### src/rtl/uart_push_arb_if.sv
// rtl/uart_push_arb_if.sv - requester, UART TX and status signals of uart_push_arb
interface uart_push_arb_if #(
   parameter int LEN_W = 20
) ();
   logic             req0;
   logic [LEN_W-1:0] len0;
   logic             rd0;
   logic [15:0]      q0;
   logic             done0;
   logic             req1;
   logic [LEN_W-1:0] len1;
   logic             rd1;
   logic [15:0]      q1;
   logic             done1;
   logic [7:0]       tx_data;
   logic             tx_vld;
   logic             tx_done;
   logic             gnt;
   logic             busy;

   modport slave (
      input  req0, len0, q0, req1, len1, q1, tx_done,
      output rd0, done0, rd1, done1, tx_data, tx_vld, gnt, busy
   );

   modport master (
      output req0, len0, q0, req1, len1, q1, tx_done,
      input  rd0, done0, rd1, done1, tx_data, tx_vld, gnt, busy
   );
endinterface

### src/rtl/uart_push_arb.sv
// rtl/uart_push_arb.sv - round-robin arbiter pushing two 16-bit word streams out one UART TX
// Optional ARB_HDR_EN: prefix each packet with SYNC_BYTE and a requester ID byte.
module uart_push_arb #(
   parameter int         LEN_W     = 20,
   parameter logic [7:0] SYNC_BYTE = 8'hA5
) (
   input logic           clk_sys,
   input logic           rst_n,
   uart_push_arb_if.slave bus
);

   typedef enum logic [3:0] {
      S_IDLE,
`ifdef ARB_HDR_EN
      S_HDR,
      S_WHS,
      S_HID,
      S_WHI,
`endif
      S_RD,
      S_LAT,
      S_TXH,
      S_WTH,
      S_TXL,
      S_WTL,
      S_DONE
   } state_t;

   state_t           state_q, state_d;
   logic             gnt_q;
   logic             busy_q;
   logic             last_q;
   logic [LEN_W-1:0] len_q;
   logic [LEN_W-1:0] cnt_q;
   logic [7:0]       word_lo_q;
   logic [7:0]       tx_data_q;

   logic             any_req;
   logic             pick;
   logic [LEN_W-1:0] pick_len;
   logic [15:0]      q_sel;
   logic             last_word;
   logic             rd0, rd1, done0, done1, tx_vld;

   // With both requesting, the one not served last wins.
   assign any_req   = bus.req0 | bus.req1;
   assign pick      = (bus.req0 && bus.req1) ? ~last_q : bus.req1;
   assign pick_len  = pick ? bus.len1 : bus.len0;
   assign q_sel     = gnt_q ? bus.q1 : bus.q0;
   assign last_word = (cnt_q == len_q - LEN_W'(1));

   always_ff @(posedge clk_sys or negedge rst_n) begin
      if (!rst_n) state_q <= S_IDLE;
      else        state_q <= state_d;
   end

   always_comb begin
      state_d = state_q;
      rd0     = 1'b0;
      rd1     = 1'b0;
      done0   = 1'b0;
      done1   = 1'b0;
      tx_vld  = 1'b0;
      case (state_q)
         S_IDLE: begin
            if (any_req) begin
`ifdef ARB_HDR_EN
               state_d = S_HDR;
`else
               state_d = (pick_len == '0) ? S_DONE : S_RD;
`endif
            end
         end
`ifdef ARB_HDR_EN
         S_HDR: begin
            tx_vld  = 1'b1;
            state_d = S_WHS;
         end
         S_WHS: if (bus.tx_done) state_d = S_HID;
         S_HID: begin
            tx_vld  = 1'b1;
            state_d = S_WHI;
         end
         S_WHI: if (bus.tx_done) state_d = (len_q == '0) ? S_DONE : S_RD;
`endif
         S_RD: begin
            rd0     = ~gnt_q;
            rd1     = gnt_q;
            state_d = S_LAT;
         end
         S_LAT: state_d = S_TXH;
         S_TXH: begin
            tx_vld  = 1'b1;
            state_d = S_WTH;
         end
         S_WTH: if (bus.tx_done) state_d = S_TXL;
         S_TXL: begin
            tx_vld  = 1'b1;
            state_d = S_WTL;
         end
         S_WTL: if (bus.tx_done) state_d = last_word ? S_DONE : S_RD;
         S_DONE: begin
            done0   = ~gnt_q;
            done1   = gnt_q;
            state_d = S_IDLE;
         end
         default: state_d = S_IDLE;
      endcase
   end

   // tx_data is a register so it stays put for the whole byte handshake.
   always_ff @(posedge clk_sys or negedge rst_n) begin
      if (!rst_n) begin
         gnt_q     <= 1'b0;
         busy_q    <= 1'b0;
         last_q    <= 1'b1;
         len_q     <= '0;
         cnt_q     <= '0;
         word_lo_q <= 8'h00;
         tx_data_q <= 8'h00;
      end else begin
         case (state_q)
            S_IDLE: begin
               if (any_req) begin
                  gnt_q  <= pick;
                  busy_q <= 1'b1;
                  len_q  <= pick_len;
                  cnt_q  <= '0;
`ifdef ARB_HDR_EN
                  tx_data_q <= SYNC_BYTE;
`endif
               end
            end
`ifdef ARB_HDR_EN
            S_WHS: if (bus.tx_done) tx_data_q <= {7'b0, gnt_q};
`endif
            S_LAT: begin
               word_lo_q <= q_sel[7:0];
               tx_data_q <= q_sel[15:8];
            end
            S_WTH: if (bus.tx_done) tx_data_q <= word_lo_q;
            S_WTL: if (bus.tx_done && !last_word) cnt_q <= cnt_q + LEN_W'(1);
            S_DONE: begin
               last_q <= gnt_q;
               busy_q <= 1'b0;
            end
            default: ;
         endcase
      end
   end

   assign bus.rd0     = rd0;
   assign bus.rd1     = rd1;
   assign bus.done0   = done0;
   assign bus.done1   = done1;
   assign bus.tx_vld  = tx_vld;
   assign bus.tx_data = tx_data_q;
   assign bus.gnt     = gnt_q;
   assign bus.busy    = busy_q;

endmodule

### src/flat_wrapper.sv
// flat-port wrapper written by rule: the top's interface ports become plain ports
module uart_push_arb_flat 
#(
   parameter int         LEN_W     = 20,
   parameter logic [7:0] SYNC_BYTE = 8'hA5
)
  (clk_sys, rst_n, bus_req0, bus_len0, bus_q0, bus_req1, bus_len1, bus_q1, bus_tx_done, bus_rd0, bus_done0, bus_rd1, bus_done1, bus_tx_data, bus_tx_vld, bus_gnt, bus_busy);
  uart_push_arb_if #(.LEN_W(LEN_W)) bus_i ();
  input logic clk_sys;
  input logic rst_n;
  input wire logic [$bits(bus_i.req0)-1:0] bus_req0;
  input wire logic [$bits(bus_i.len0)-1:0] bus_len0;
  input wire logic [$bits(bus_i.q0)-1:0] bus_q0;
  input wire logic [$bits(bus_i.req1)-1:0] bus_req1;
  input wire logic [$bits(bus_i.len1)-1:0] bus_len1;
  input wire logic [$bits(bus_i.q1)-1:0] bus_q1;
  input wire logic [$bits(bus_i.tx_done)-1:0] bus_tx_done;
  output wire logic [$bits(bus_i.rd0)-1:0] bus_rd0;
  output wire logic [$bits(bus_i.done0)-1:0] bus_done0;
  output wire logic [$bits(bus_i.rd1)-1:0] bus_rd1;
  output wire logic [$bits(bus_i.done1)-1:0] bus_done1;
  output wire logic [$bits(bus_i.tx_data)-1:0] bus_tx_data;
  output wire logic [$bits(bus_i.tx_vld)-1:0] bus_tx_vld;
  output wire logic [$bits(bus_i.gnt)-1:0] bus_gnt;
  output wire logic [$bits(bus_i.busy)-1:0] bus_busy;
  assign bus_i.req0 = bus_req0;
  assign bus_i.len0 = bus_len0;
  assign bus_i.q0 = bus_q0;
  assign bus_i.req1 = bus_req1;
  assign bus_i.len1 = bus_len1;
  assign bus_i.q1 = bus_q1;
  assign bus_i.tx_done = bus_tx_done;
  assign bus_rd0 = bus_i.rd0;
  assign bus_done0 = bus_i.done0;
  assign bus_rd1 = bus_i.rd1;
  assign bus_done1 = bus_i.done1;
  assign bus_tx_data = bus_i.tx_data;
  assign bus_tx_vld = bus_i.tx_vld;
  assign bus_gnt = bus_i.gnt;
  assign bus_busy = bus_i.busy;
  uart_push_arb #(.LEN_W(LEN_W), .SYNC_BYTE(SYNC_BYTE)) u_core (.clk_sys(clk_sys), .rst_n(rst_n), .bus(bus_i));
endmodule
### config.mk
export PLATFORM = sky130hd
export DESIGN_NAME = uart_push_arb_flat
export DESIGN_NICKNAME = d
export VERILOG_FILES = /design/src/rtl/uart_push_arb_if.sv /design/src/rtl/uart_push_arb.sv /design/src/flat_wrapper.sv
export SDC_FILE = /design/constraint.sdc
export NUM_CORES = 1
export LEC_CHECK = 0
export CAP_MARGIN = 20
export CORE_MARGIN = 5
export CORE_UTILIZATION = 25
export CTS_CLUSTER_SIZE = 8
export DETAILED_ROUTE_END_ITERATION = 8
export GPL_ROUTABILITY_DRIVEN = 0
export PLACE_DENSITY = 0.47
export SKIP_LAST_GASP = 1
export SYNTH_ARGS = -nofsm -noshare
export SYNTH_HDL_FRONTEND = slang
export SYNTH_SLANG_ARGS = --single-unit
### constraint.sdc
create_clock -name clk_sys -period 2.5 [get_ports clk_sys]
set_input_delay 0.375 -clock clk_sys [delete_from_list [all_inputs] [get_ports clk_sys]]
set_output_delay 0.375 -clock clk_sys [all_outputs]
set_load 0.005 [all_outputs]
; After elaboration in Yosys (flattened, before gate mapping)
; Index checks and enable logic that the tools add are counted.
; Widths: inputs -> output; s select.
[word_totals]
output_inout_bits = 15
latchBits = 0
in_bits = 77
mem_count = 0
rom_bits = 0
regBits = 63
word_cells = 60
mem_bits_rw = 0
[classes]
n_eq_ne = 12
n_lt_le_gt_ge = 0
n_div = 0
n_shift = 0
mul = 0
n_mux = 21
n_reduce_logical = 14
n_addsub = 2
bitwise = 3
[ops]
columns = op, count
row1 = $mux 20, 3
row2 = $pmux 20 s2, 1
row3 = $pmux 4 s7, 1
row4 = $add 20x1->20 const B, 1
row5 = $eq 20x20->1, 1
row6 = $logic_not 20->1, 1
row7 = $sub 20x1->20 const B, 1
row8 = $eq 4x3->1 const B, 4
row9 = $mux 16, 1
row10 = $pmux 8 s2, 1
row11 = $mux 4, 3
row12 = $eq 4x2->1 const B, 2
row13 = $mux 8, 1
row14 = $mux 1, 7
row15 = $mux 3, 2
row16 = $reduce_and 2->1, 3
row17 = $reduce_and 3->1, 2
row18 = $reduce_bool 2->1, 3
row19 = $eq 4x1->1 const B, 1
row20 = $logic_not 4->1, 1
row21 = $ne 2x1->1 const B, 2
row22 = $ne 2x2->1 const B, 2
row23 = $logic_and 1x1->1, 2
row24 = $not 1->1, 2
row25 = 4 further kinds, 4

; Logic depth before layout (Yosys ltp)
; Gate-level depths: netlist of the first run.
[logic_depth]
ltp_word = 7
depth_mapped = 13
mapped_depth_nobuf = 10

; Worst setup path before layout of the first run
; No wires, ideal clock.
[synth_path]
path_kind = register -> register
start = register u_core.len_q[0]
end = register u_core.cnt_q[0]
n_path_buf = 2
arrival_ns = 2.669
path_slack_ns = -0.294
required_ns = 2.375
path_stages_with_launch = 13
path_cell_list = dfrtp_1 buf_6 inv_1 ha_1 nor3b_2 nand4_1 or4_1 nand4_1 nand4b_2 nor2_4 buf_6 nor3_2 mux2_4
[synth_between]
elab_chain_len = 6
[synth_rtl]
columns = item, line
row1 = start: declaration, uart_push_arb.sv:33  ; logic [LEN_W-1:0] len_q;
row2 = start signal: assignment, uart_push_arb.sv:127  ; len_q <= pick_len;
row3 = $sub 20x1->20, uart_push_arb.sv:50  ; assign last_word = (cnt_q == len_q - LEN_W'(1));
row4 = $eq 20x20->1, uart_push_arb.sv:50
row5 = $logic_not 1->1, uart_push_arb.sv:142  ; S_WTL: if (bus.tx_done && !last_word) cnt_q <= cnt_q + LEN_W'(1);
row6 = $logic_and 1x1->1, uart_push_arb.sv:142
row7 = $ne 2x1->1 (no source line), n/a
row8 = $reduce_and 3->1 (no source line), n/a
row9 = end signal: assignment, uart_push_arb.sv:142
row10 = end: declaration, uart_push_arb.sv:34  ; logic [LEN_W-1:0] cnt_q;
; No other way between the ends.
; A chain may end at the register's enable or synchronous reset.

; Final worst setup path of the first run
[layout_path]
start = register u_core.len_q[0]
end = register u_core.cnt_q[9]
; Same word-level chain as after synthesis.

==> results of run 1 <==
==> final timing paths <==
kind | end | slack, ns
min in group asynchronous | u_core.len_q[13]$_DFFE_PN0P_ | 0.50
worst max-delay path | u_core.cnt_q[9]$_DFFE_PN0P_ | -0.14
worst min register to register | u_core.bus.tx_data[4]$_DFFE_PN0P_ | 0.48
worst max register to register | u_core.cnt_q[9]$_DFFE_PN0P_ | -0.14
worst min-delay path | u_core.bus.tx_data[4]$_DFFE_PN0P_ | 0.48
max in group asynchronous | u_core.last_q$_DFFE_PN1P_ | 1.39
==> placed cells by master, fill, tap and decap left out, types with 9 or more instances in the layout <==
cell,count
clkdlybuf4s50_1,90
clkbuf_16,9
xor2_1,13
nor3_1,9
nor2_1,36
inv_1,9
a21oi_2,10
nand2_1,47
a21oi_1,28
nand3_1,13
o21ai_0,35
o31ai_1,9
nand4_1,9
buf_4,75
xnor2_1,10
dfrtp_1,60
nor4_1,11
mux2i_1,37
==> state kept, by name (all words and copies together), names as in the netlist <==
signal / cells
u_core.word_lo_q: 8
u_core.last_q: 1
u_core.bus.gnt: 1
u_core.len_q: 20
u_core.state_q: 3
u_core.bus.tx_data: 8
u_core.cnt_q: 20
u_core.bus.busy: 1
==> cells in the mapped netlist (7+ instances only) <==
cell,n,share of area
nor2_1,37,0.033
o31ai_1,10,0.018
xor2_1,13,0.027
nor4_1,12,0.018
xnor2_1,10,0.021
inv_1,9,0.0081
nand4_1,9,0.013
nand2_1,47,0.042
mux2i_1,37,0.088
or3_1,8,0.012
o21ai_2,7,0.015
nand3_1,16,0.019
clkbuf_1,18,0.016
a21oi_1,34,0.041
or4_1,12,0.021
o21ai_0,38,0.045
nor3_1,10,0.012
dfrtp_1,61,0.36
==> power by group through the flow <==
stage	registers (mW)	clock network (mW)	logic (mW)
after floorplan	1.59	0	1.84
after global placement	1.66	0	3.01
after detailed placement	1.67	0	3.05
after CTS	1.63	1.40	3.23
after global routing	1.68	1.45	3.57
final	1.63	1.37	3.23
==> cell families after synthesis <==
group,Yosys count,share of synthesized area
muxes,40,0.09815
AOI/OAI and AO/OA,117,0.1736
and+or+nand+nor,190,0.2512
adders and majority gates,2,0.005966
buffers and inverters,39,0.05280
xor gates and xnor gates,23,0.04803
DFF,62,0.3702
==> worst register-to-register path, cell delays in order, from the launching register on <==
cell and delay (ns):
dfrtp_1 0.40, inv_1 0.08, ha_2 0.18, nor3b_4 0.20
nand4_1 0.16, or4_4 0.52, nand4_1 0.09, nand4b_4 0.15
nor2_4 0.06, buf_12 0.14, or4_4 0.48, a21oi_2 0.14
==> metrics by stage <==
step | cells | util | setup TNS (ns) | hold slack [ns] | setup slack [ns]
2_1_floorplan | 473 | - | -1.346 | 0.07941 | -0.1535
3_3_place_gp | 823 | 0.3506 | -3.154 | 0.3161 | -0.2125
3_5_place_dp | 823 | 0.3506 | -3.299 | 0.3162 | -0.2262
4_1_cts | 854 | 0.3818 | -1.927 | 0.4824 | -0.1288
5_1_grt | 855 | 0.3863 | -5.317 | 0.5292 | -0.3082
6_report | 855 | 0.3863 | -2.159 | 0.4752 | -0.1411
==> repair_timing <==
action	4_1_cts	5_1_grt
endpoints found under the setup margin	21	23
resized for setup	21	17
pin swaps	20	5
setup buffers	16	2
gates cloned	0	0
hold buffers	1	0
hold endpoints to repair	14	0
==> cell type report <==
class	count	area [um^2]
clock inverters	3	67.56
flip-flops and latches	62	1554
repair buffers	176	1614
fillers	1650	10140
clock buffers	13	260.3
inverters	9	33.78
well taps	220	275.3
multi-input cells	372	2579
==> layer usage <==
metal	vias up	wire length, um	global-route usage
met1	1986	5778	0.1676
met4	0	146	0.03296
met2	72	6859	0.2415
li1	2051	-	-
met5	-	0	0
met3	13	751	0.04254
==> impl_metrics.prom, run 1 <==
# TYPE chip_impl_metric gauge
chip_impl_metric{name="critical_path.max_fanout",unit=""} 6
chip_impl_metric{name="share_clk_of_total_power",unit=""} 0.221
chip_impl_metric{name="initial_antenna_violation_count",unit=""} 0
chip_impl_metric{name="pwr-share-seq",unit=""} 0.261
chip_impl_info{name="r2r_start",value="u_core.len_q[0]$_DFFE_PN0P_"} 1
chip_impl_info{name="rsz0062_at_grt",value="yes"} 1
chip_impl_metric{name="max_slew.worst_pin.slew",unit="ns"} 0.5549
chip_impl_metric{name="switching_share",unit=""} 0.3788
chip_impl_metric{name="synth.lib_cells_used.distinct",unit=""} 68
chip_impl_metric{name="timing.critical_path.slowest_cell_delay",unit="ns"} 0.52
chip_impl_metric{name="vias",unit=""} 4122
chip_impl_metric{name="fraction_of_the_yosys_area_taken_by_sequential_cells",unit=""} 0.3702
chip_impl_metric{name="crit_buf_inv",unit=""} 2
chip_impl_metric{name="timing.slew.headroom",unit=""} 0.6301
chip_impl_metric{name="final-hold-violation-count",unit=""} 0
chip_impl_metric{name="synth_warnings",unit=""} 0
chip_impl_metric{name="worstPathArrival",unit="ns"} 2.90
chip_impl_metric{name="internal_power",unit="mW"} 3.868
chip_impl_metric{name="syn-num-nets",unit=""} 552
chip_impl_info{name="hold_path.class",value="reg2reg"} 1
chip_impl_metric{name="mappedNetlistArea",unit="mm^2"} 0.004194
chip_impl_metric{name="insertion_delay",unit="ns"} 0.33
chip_impl_metric{name="fin_skew",unit="ns"} 0.004447
chip_impl_info{name="worstSetupStartpointType",value="flop"} 1
chip_impl_metric{name="antenna_cells_inserted",unit=""} 0
chip_impl_metric{name="first_pass_iters",unit=""} 4
chip_impl_metric{name="first_global_vias",unit=""} 4293
chip_impl_metric{name="drc_errors",unit=""} 0
chip_impl_info{name="cp_top_family",value="simple AND/OR/NAND/NOR gates"} 1
chip_impl_metric{name="total_leakage_power",unit="nW"} 2.646
chip_impl_metric{name="final-setup-viol-count",unit=""} 22
chip_impl_metric{name="synthCells",unit=""} 473
chip_impl_metric{name="rows",unit=""} 47
chip_impl_metric{name="power.total",unit="mW"} 6.227
chip_impl_metric{name="dieWidth",unit="um"} 139.5
chip_impl_info{name="cts_tree",value="built"} 1
chip_impl_metric{name="final_critical_path_setup_slack",unit="ns"} -0.1411
chip_impl_info{name="timing.critical_path.cells",value="inv_1 > ha_2 > nor3b_4 > nand4_1 > or4_4 > nand4_1 > nand4b_4 > nor2_4 > buf_12 > or4_4 > a21oi_2"} 1
chip_impl_metric{name="worst_path_required_time",unit="ns"} 2.76
chip_impl_metric{name="min_delay_path_depth",unit=""} 2
chip_impl_metric{name="combinationalPowerShare",unit=""} 0.518
chip_impl_metric{name="timing.final.crit_period",unit="ns"} 2.641
chip_impl_metric{name="grt_use_total",unit=""} 0.1386
chip_impl_metric{name="synth-async-reset-ratio",unit=""} 1.000
chip_impl_info{name="setup.worst_path.end_class",value="flop"} 1
chip_impl_info{name="worstSetupStartpoint",value="u_core.len_q[0]$_DFFE_PN0P_"} 1
chip_impl_metric{name="cts_buffer_depth",unit=""} 2
chip_impl_info{name="holdCritStartpoint",value="u_core.bus.tx_data[4]$_DFFE_PN0P_"} 1
chip_impl_metric{name="height_of_the_chip",unit="um"} 139.5
chip_impl_metric{name="final.period_utilization",unit=""} 1.056
chip_impl_metric{name="final_area",unit="mm^2"} 0.006384
chip_impl_metric{name="grt_first_pass_wirelength",unit="mm"} 21.80
chip_impl_metric{name="drt_iter0_drc",unit=""} 155
chip_impl_metric{name="post_route_cells_drive_above_1_share",unit=""} 0.2425
chip_impl_metric{name="drv_slew",unit=""} 0
chip_impl_metric{name="synth.ff_latch_count",unit=""} 62
chip_impl_metric{name="vdd_drop_max",unit="V"} 0.0004255
chip_impl_metric{name="dp.final_hpwl",unit="mm"} 10.57
chip_impl_metric{name="num-nets-final",unit=""} 709
chip_impl_metric{name="postRouteAntennaNets",unit=""} 0
chip_impl_info{name="failed_checks",value="setup timing"} 1
chip_impl_metric{name="grt_start_max_net_pins",unit=""} 42
chip_impl_metric{name="clkSinkCount",unit=""} 62
chip_impl_metric{name="port_buffers",unit=""} 91
chip_impl_info{name="timing_worst_setup_path_type",value="reg2reg"} 1
chip_impl_info{name="critPathSlowestCell",value="or4_4"} 1
chip_impl_metric{name="r2r.worst_path.cells",unit=""} 11
chip_impl_metric{name="detail_route.wl_per_cell",unit="um"} 15.83
chip_impl_metric{name="areaGrowthSynthToFinish",unit="%"} 52.21
chip_impl_metric{name="cts_made_buffers",unit=""} 9
chip_impl_info{name="synth_flop_cell",value="dfrtp_1"} 1
chip_impl_metric{name="placed_instance_area",unit="mm^2"} 0.005794
chip_impl_metric{name="vias_per_cell",unit=""} 4.821
chip_impl_info{name="clock_tree.root_cell",value="clkbuf_16"} 1
chip_impl_metric{name="drv_cap",unit=""} 0
chip_impl_metric{name="die_area",unit="mm^2"} 0.01947
chip_impl_metric{name="synth_area_per_inst",unit="um^2"} 8.867
chip_impl_metric{name="clk_pin_slew",unit="ns"} 0.05
chip_impl_metric{name="design.core.area",unit="mm^2"} 0.01652
chip_impl_metric{name="powerDensity",unit="mW/mm^2"} 975.5
chip_impl_metric{name="crit_cells",unit=""} 11
chip_impl_metric{name="grt_overflow",unit=""} 0
chip_impl_metric{name="routed_wirelength",unit="mm"} 13.54
chip_impl_metric{name="initial_core_util",unit=""} 0.2538
chip_impl_metric{name="switching_power",unit="mW"} 2.359
chip_impl_metric{name="synth_edf_count",unit=""} 0
chip_impl_info{name="outcome",value="finished with violations"} 1
chip_impl_metric{name="io_pins",unit=""} 92
chip_impl_metric{name="max_freq",unit="MHz"} 378.6
chip_impl_metric{name="ctsHtreeMaxLevel",unit=""} 3
Power figures use the tool's default switching activity.
==> run 2, diff against run 1 <==
--- a/config.mk
+++ b/config.mk
@@ -6,11 +6,13 @@
 export NUM_CORES = 1
 export LEC_CHECK = 0
 export CAP_MARGIN = 20
+export CORE_ASPECT_RATIO = 0.6
 export CORE_MARGIN = 5
 export CORE_UTILIZATION = 25
 export CTS_CLUSTER_SIZE = 8
 export DETAILED_ROUTE_END_ITERATION = 8
 export GPL_ROUTABILITY_DRIVEN = 0
+export GPL_TIMING_DRIVEN = 0
 export PLACE_DENSITY = 0.47
 export SKIP_LAST_GASP = 1
 export SYNTH_ARGS = -nofsm -noshare
==> run 2 against run 1 <==
Effect of this change: the run still ends with setup timing left; via count down 0.58%; critical path depth is 2 lower; final cell count fell by 2.1%; register-to-register slack got worse by 0.16 ns; sequential power is 9% higher; design area down 2.5%; critical path type unchanged.
==> impl_metrics.prom, run 2 (same netlist as run 1, synthesis figures left out) <==
# TYPE chip_impl_metric gauge
chip_impl_info{name="outcome",value="finished with violations"} 1
chip_impl_metric{name="dr_wl_met3",unit="um"} 662
chip_impl_info{name="cp_top_family",value="simple AND/OR/NAND/NOR gates"} 1
chip_impl_metric{name="fin_cells",unit=""} 837
chip_impl_metric{name="drc_errors",unit=""} 0
chip_impl_metric{name="fin_skew",unit="ns"} 0.007395
chip_impl_info{name="final_common_cell",value="clkdlybuf4s50_1"} 1
chip_impl_metric{name="grt_overflow",unit=""} 0
chip_impl_metric{name="cts_made_buffers",unit=""} 9
chip_impl_info{name="failed_checks",value="setup timing"} 1
chip_impl_metric{name="first_pass_iters",unit=""} 4
chip_impl_metric{name="final-setup-viol-count",unit=""} 22
chip_impl_info{name="r2r_start",value="u_core.len_q[11]$_DFFE_PN0P_"} 1
chip_impl_metric{name="drv_slew",unit=""} 0
chip_impl_metric{name="insertion_delay",unit="ns"} 0.34
chip_impl_info{name="setup.worst_path.end_class",value="flop"} 1
chip_impl_metric{name="io_pins",unit=""} 92
chip_impl_info{name="timing_worst_setup_path_type",value="reg2reg"} 1
chip_impl_info{name="hold_path.class",value="in2async"} 1
chip_impl_metric{name="detail_route.wl_per_cell",unit="um"} 17.72
chip_impl_info{name="commonest_cells_after_routing_fill_and_taps_aside",value="90 x clkdlybuf4s50_1, 54 x dfrtp_1, 47 x nand2_1, 37 x mux2i_1, 36 x nor2_1"} 1
chip_impl_metric{name="first_global_vias",unit=""} 4014
chip_impl_metric{name="max_freq",unit="MHz"} 356.9
chip_impl_metric{name="vias_per_cell",unit=""} 4.896
chip_impl_info{name="critPathSlowestCell",value="dfrtp_2"} 1
chip_impl_metric{name="antenna_cells_inserted",unit=""} 0
chip_impl_info{name="worstSetupStartpoint",value="u_core.len_q[11]$_DFFE_PN0P_"} 1
chip_impl_metric{name="worstPathArrival",unit="ns"} 3.02
chip_impl_metric{name="max_slew.worst_pin.slew",unit="ns"} 0.8137
chip_impl_metric{name="post_route_cells_drive_above_1_share",unit=""} 0.2151
chip_impl_metric{name="crit_buf_inv",unit=""} 1
chip_impl_metric{name="clk_pin_slew",unit="ns"} 0.06
chip_impl_metric{name="dp.final_hpwl",unit="mm"} 11.12
chip_impl_metric{name="routed_wirelength",unit="mm"} 14.83
chip_impl_metric{name="design.core.area",unit="mm^2"} 0.01635
chip_impl_info{name="worstSetupStartpointType",value="flop"} 1
chip_impl_metric{name="final.period_utilization",unit=""} 1.121
chip_impl_metric{name="rows",unit=""} 36
chip_impl_metric{name="total_leakage_power",unit="nW"} 2.489
chip_impl_metric{name="timing.critical_path.slowest_cell_delay",unit="ns"} 0.47
chip_impl_metric{name="postRouteAntennaNets",unit=""} 0
chip_impl_metric{name="num-nets-final",unit=""} 683
chip_impl_metric{name="timing.final.crit_period",unit="ns"} 2.802
chip_impl_metric{name="vias",unit=""} 4098
chip_impl_info{name="reg_top3",value="u_core.cnt_q: 20 flops, u_core.len_q: 20 flops"} 1
chip_impl_metric{name="vdd_drop_max",unit="V"} 0.0004020
chip_impl_metric{name="clkSinkCount",unit=""} 62
chip_impl_metric{name="port_buffers",unit=""} 91
chip_impl_metric{name="initial_core_util",unit=""} 0.2565
chip_impl_metric{name="timing.slew.headroom",unit=""} 0.4575
chip_impl_metric{name="m1WireLength",unit="mm"} 7.993
chip_impl_metric{name="die_area",unit="mm^2"} 0.01955
chip_impl_metric{name="dieWidth",unit="um"} 177.2
chip_impl_metric{name="drv_cap",unit=""} 0
chip_impl_info{name="cts_tree",value="built"} 1
chip_impl_metric{name="cts_buffer_depth",unit=""} 2
chip_impl_metric{name="final_critical_path_setup_slack",unit="ns"} -0.3021
chip_impl_metric{name="areaGrowthSynthToFinish",unit="%"} 48.48
chip_impl_metric{name="filler_cell_count",unit=""} 1655
chip_impl_metric{name="final-hold-violation-count",unit=""} 0
chip_impl_metric{name="worst_path_required_time",unit="ns"} 2.71
chip_impl_metric{name="powerDensity",unit="mW/mm^2"} 1013
chip_impl_metric{name="critical_path.max_fanout",unit=""} 7
chip_impl_metric{name="initial_antenna_violation_count",unit=""} 0
chip_impl_info{name="rsz0062_at_grt",value="yes"} 1
chip_impl_metric{name="grt_start_max_net_pins",unit=""} 63
chip_impl_metric{name="drt_iter0_drc",unit=""} 316
chip_impl_metric{name="grt_use_total",unit=""} 0.1495
chip_impl_info{name="clock_tree.root_cell",value="clkbuf_16"} 1
chip_impl_info{name="highest_layer_used_for_signal_routing",value="met4"} 1
chip_impl_metric{name="height_of_the_chip",unit="um"} 110.3
chip_impl_metric{name="met2_wirelength",unit="mm"} 6.038
chip_impl_info{name="timing.critical_path.cells",value="or3_4 > or2_1 > xor2_1 > o41ai_2 > nand4_4 > nor2_4 > buf_6 > nor3_4 > mux2_4"} 1
chip_impl_metric{name="dpl.cell_count",unit=""} 792
chip_impl_metric{name="power.total",unit="mW"} 6.306
chip_impl_metric{name="grt_first_pass_wirelength",unit="mm"} 22.74
chip_impl_metric{name="ctsHtreeMaxLevel",unit=""} 3
run 2: changes by cell type in the layout (fill, tap and decap cells not counted), moves of 5 or more:
| cell | change |
|---|---|
| clkbuf_1 | +8 |
| dfrtp_1 | -6 |
| buf_4 | -44 |
| o31ai_1 | -5 |
| o31ai_2 | +5 |
| dfrtp_2 | +6 |
run 2: worst reg2reg max path, cell delays in order, from the launching register on:
cell and delay, ns:
dfrtp_2 0.47, or3_4 0.45, or2_1 0.27, xor2_1 0.16
o41ai_2 0.39, nand4_4 0.18, nor2_4 0.25, buf_6 0.17
nor3_4 0.05, mux2_4 0.30
run 2: path summary, 6_finish.rpt:
kind                                                     end  slack, ns  depth (start not counted)
hold / removal                  u_core.cnt_q[12]$_DFFE_PN0P_       0.11                          1
hold reg to reg            u_core.bus.tx_data[2]$_DFFE_PN0P_       0.48                          2
setup / recovery                 u_core.cnt_q[1]$_DFFE_PN0P_      -0.30                          9
min in group clk_sys       u_core.bus.tx_data[2]$_DFFE_PN0P_       0.48                          2
setup reg to reg                 u_core.cnt_q[1]$_DFFE_PN0P_      -0.30                          9
max in group asynchronous       u_core.len_q[16]$_DFFE_PN0P_       1.77                          1
run 2: what timing repair did:
item | 4_1_cts | 5_1_grt
endpoints found under the setup margin | 54 | 62
pin swaps | 20 | 9
resized for setup | 29 | 28
setup buffers | 23 | 11
hold buffers | 0 | 0
cloned | 2 | 0
run 2: report_power, final:
group	internal [mW]	switching, mW
clock	1.00	0.471
combinational	1.46	1.60
sequential	1.35	0.427
total	3.81	2.49
run 2: routing by layer:
layer / GRT usage / vias to the layer above
li1: - / 2009
met1: 0.2398 / 1996
met2: 0.2031 / 80
met3: 0.02999 / 13
met4: 0.02925 / 0
met5: 0 / -
run 2: cell type report:
class,instances,area [um^2],share of cell area
Tap cell,228,285.3,0.04581
Buffer,23,165.2,0.02652
Clock inverter,5,106.4,0.01708
Multi-Input combinational cell,373,2634,0.4229
Inverter,9,36.28,0.005827
Sequential cell,62,1562,0.2508
Clock buffer,11,242.7,0.03898
Timing Repair Buffer,126,1196,0.1921
run 2: through the flow:
step	TNS [ns]	instance area, um^2	worst slack, ns	hold WS (ns)	util
2_1_floorplan	-1.346	4237	-0.1535	0.07941	-
3_5_place_dp	-17.64	5430	-0.5444	0.4759	0.3321
4_1_cts	-4.562	6055	-0.2219	0.1456	0.3703
6_report	-5.021	6227	-0.3021	0.1098	0.3809
3_3_place_gp	-90.68	5433	-1.234	0.4642	0.3323
5_1_grt	-8.194	6227	-0.4198	0.1917	0.3809
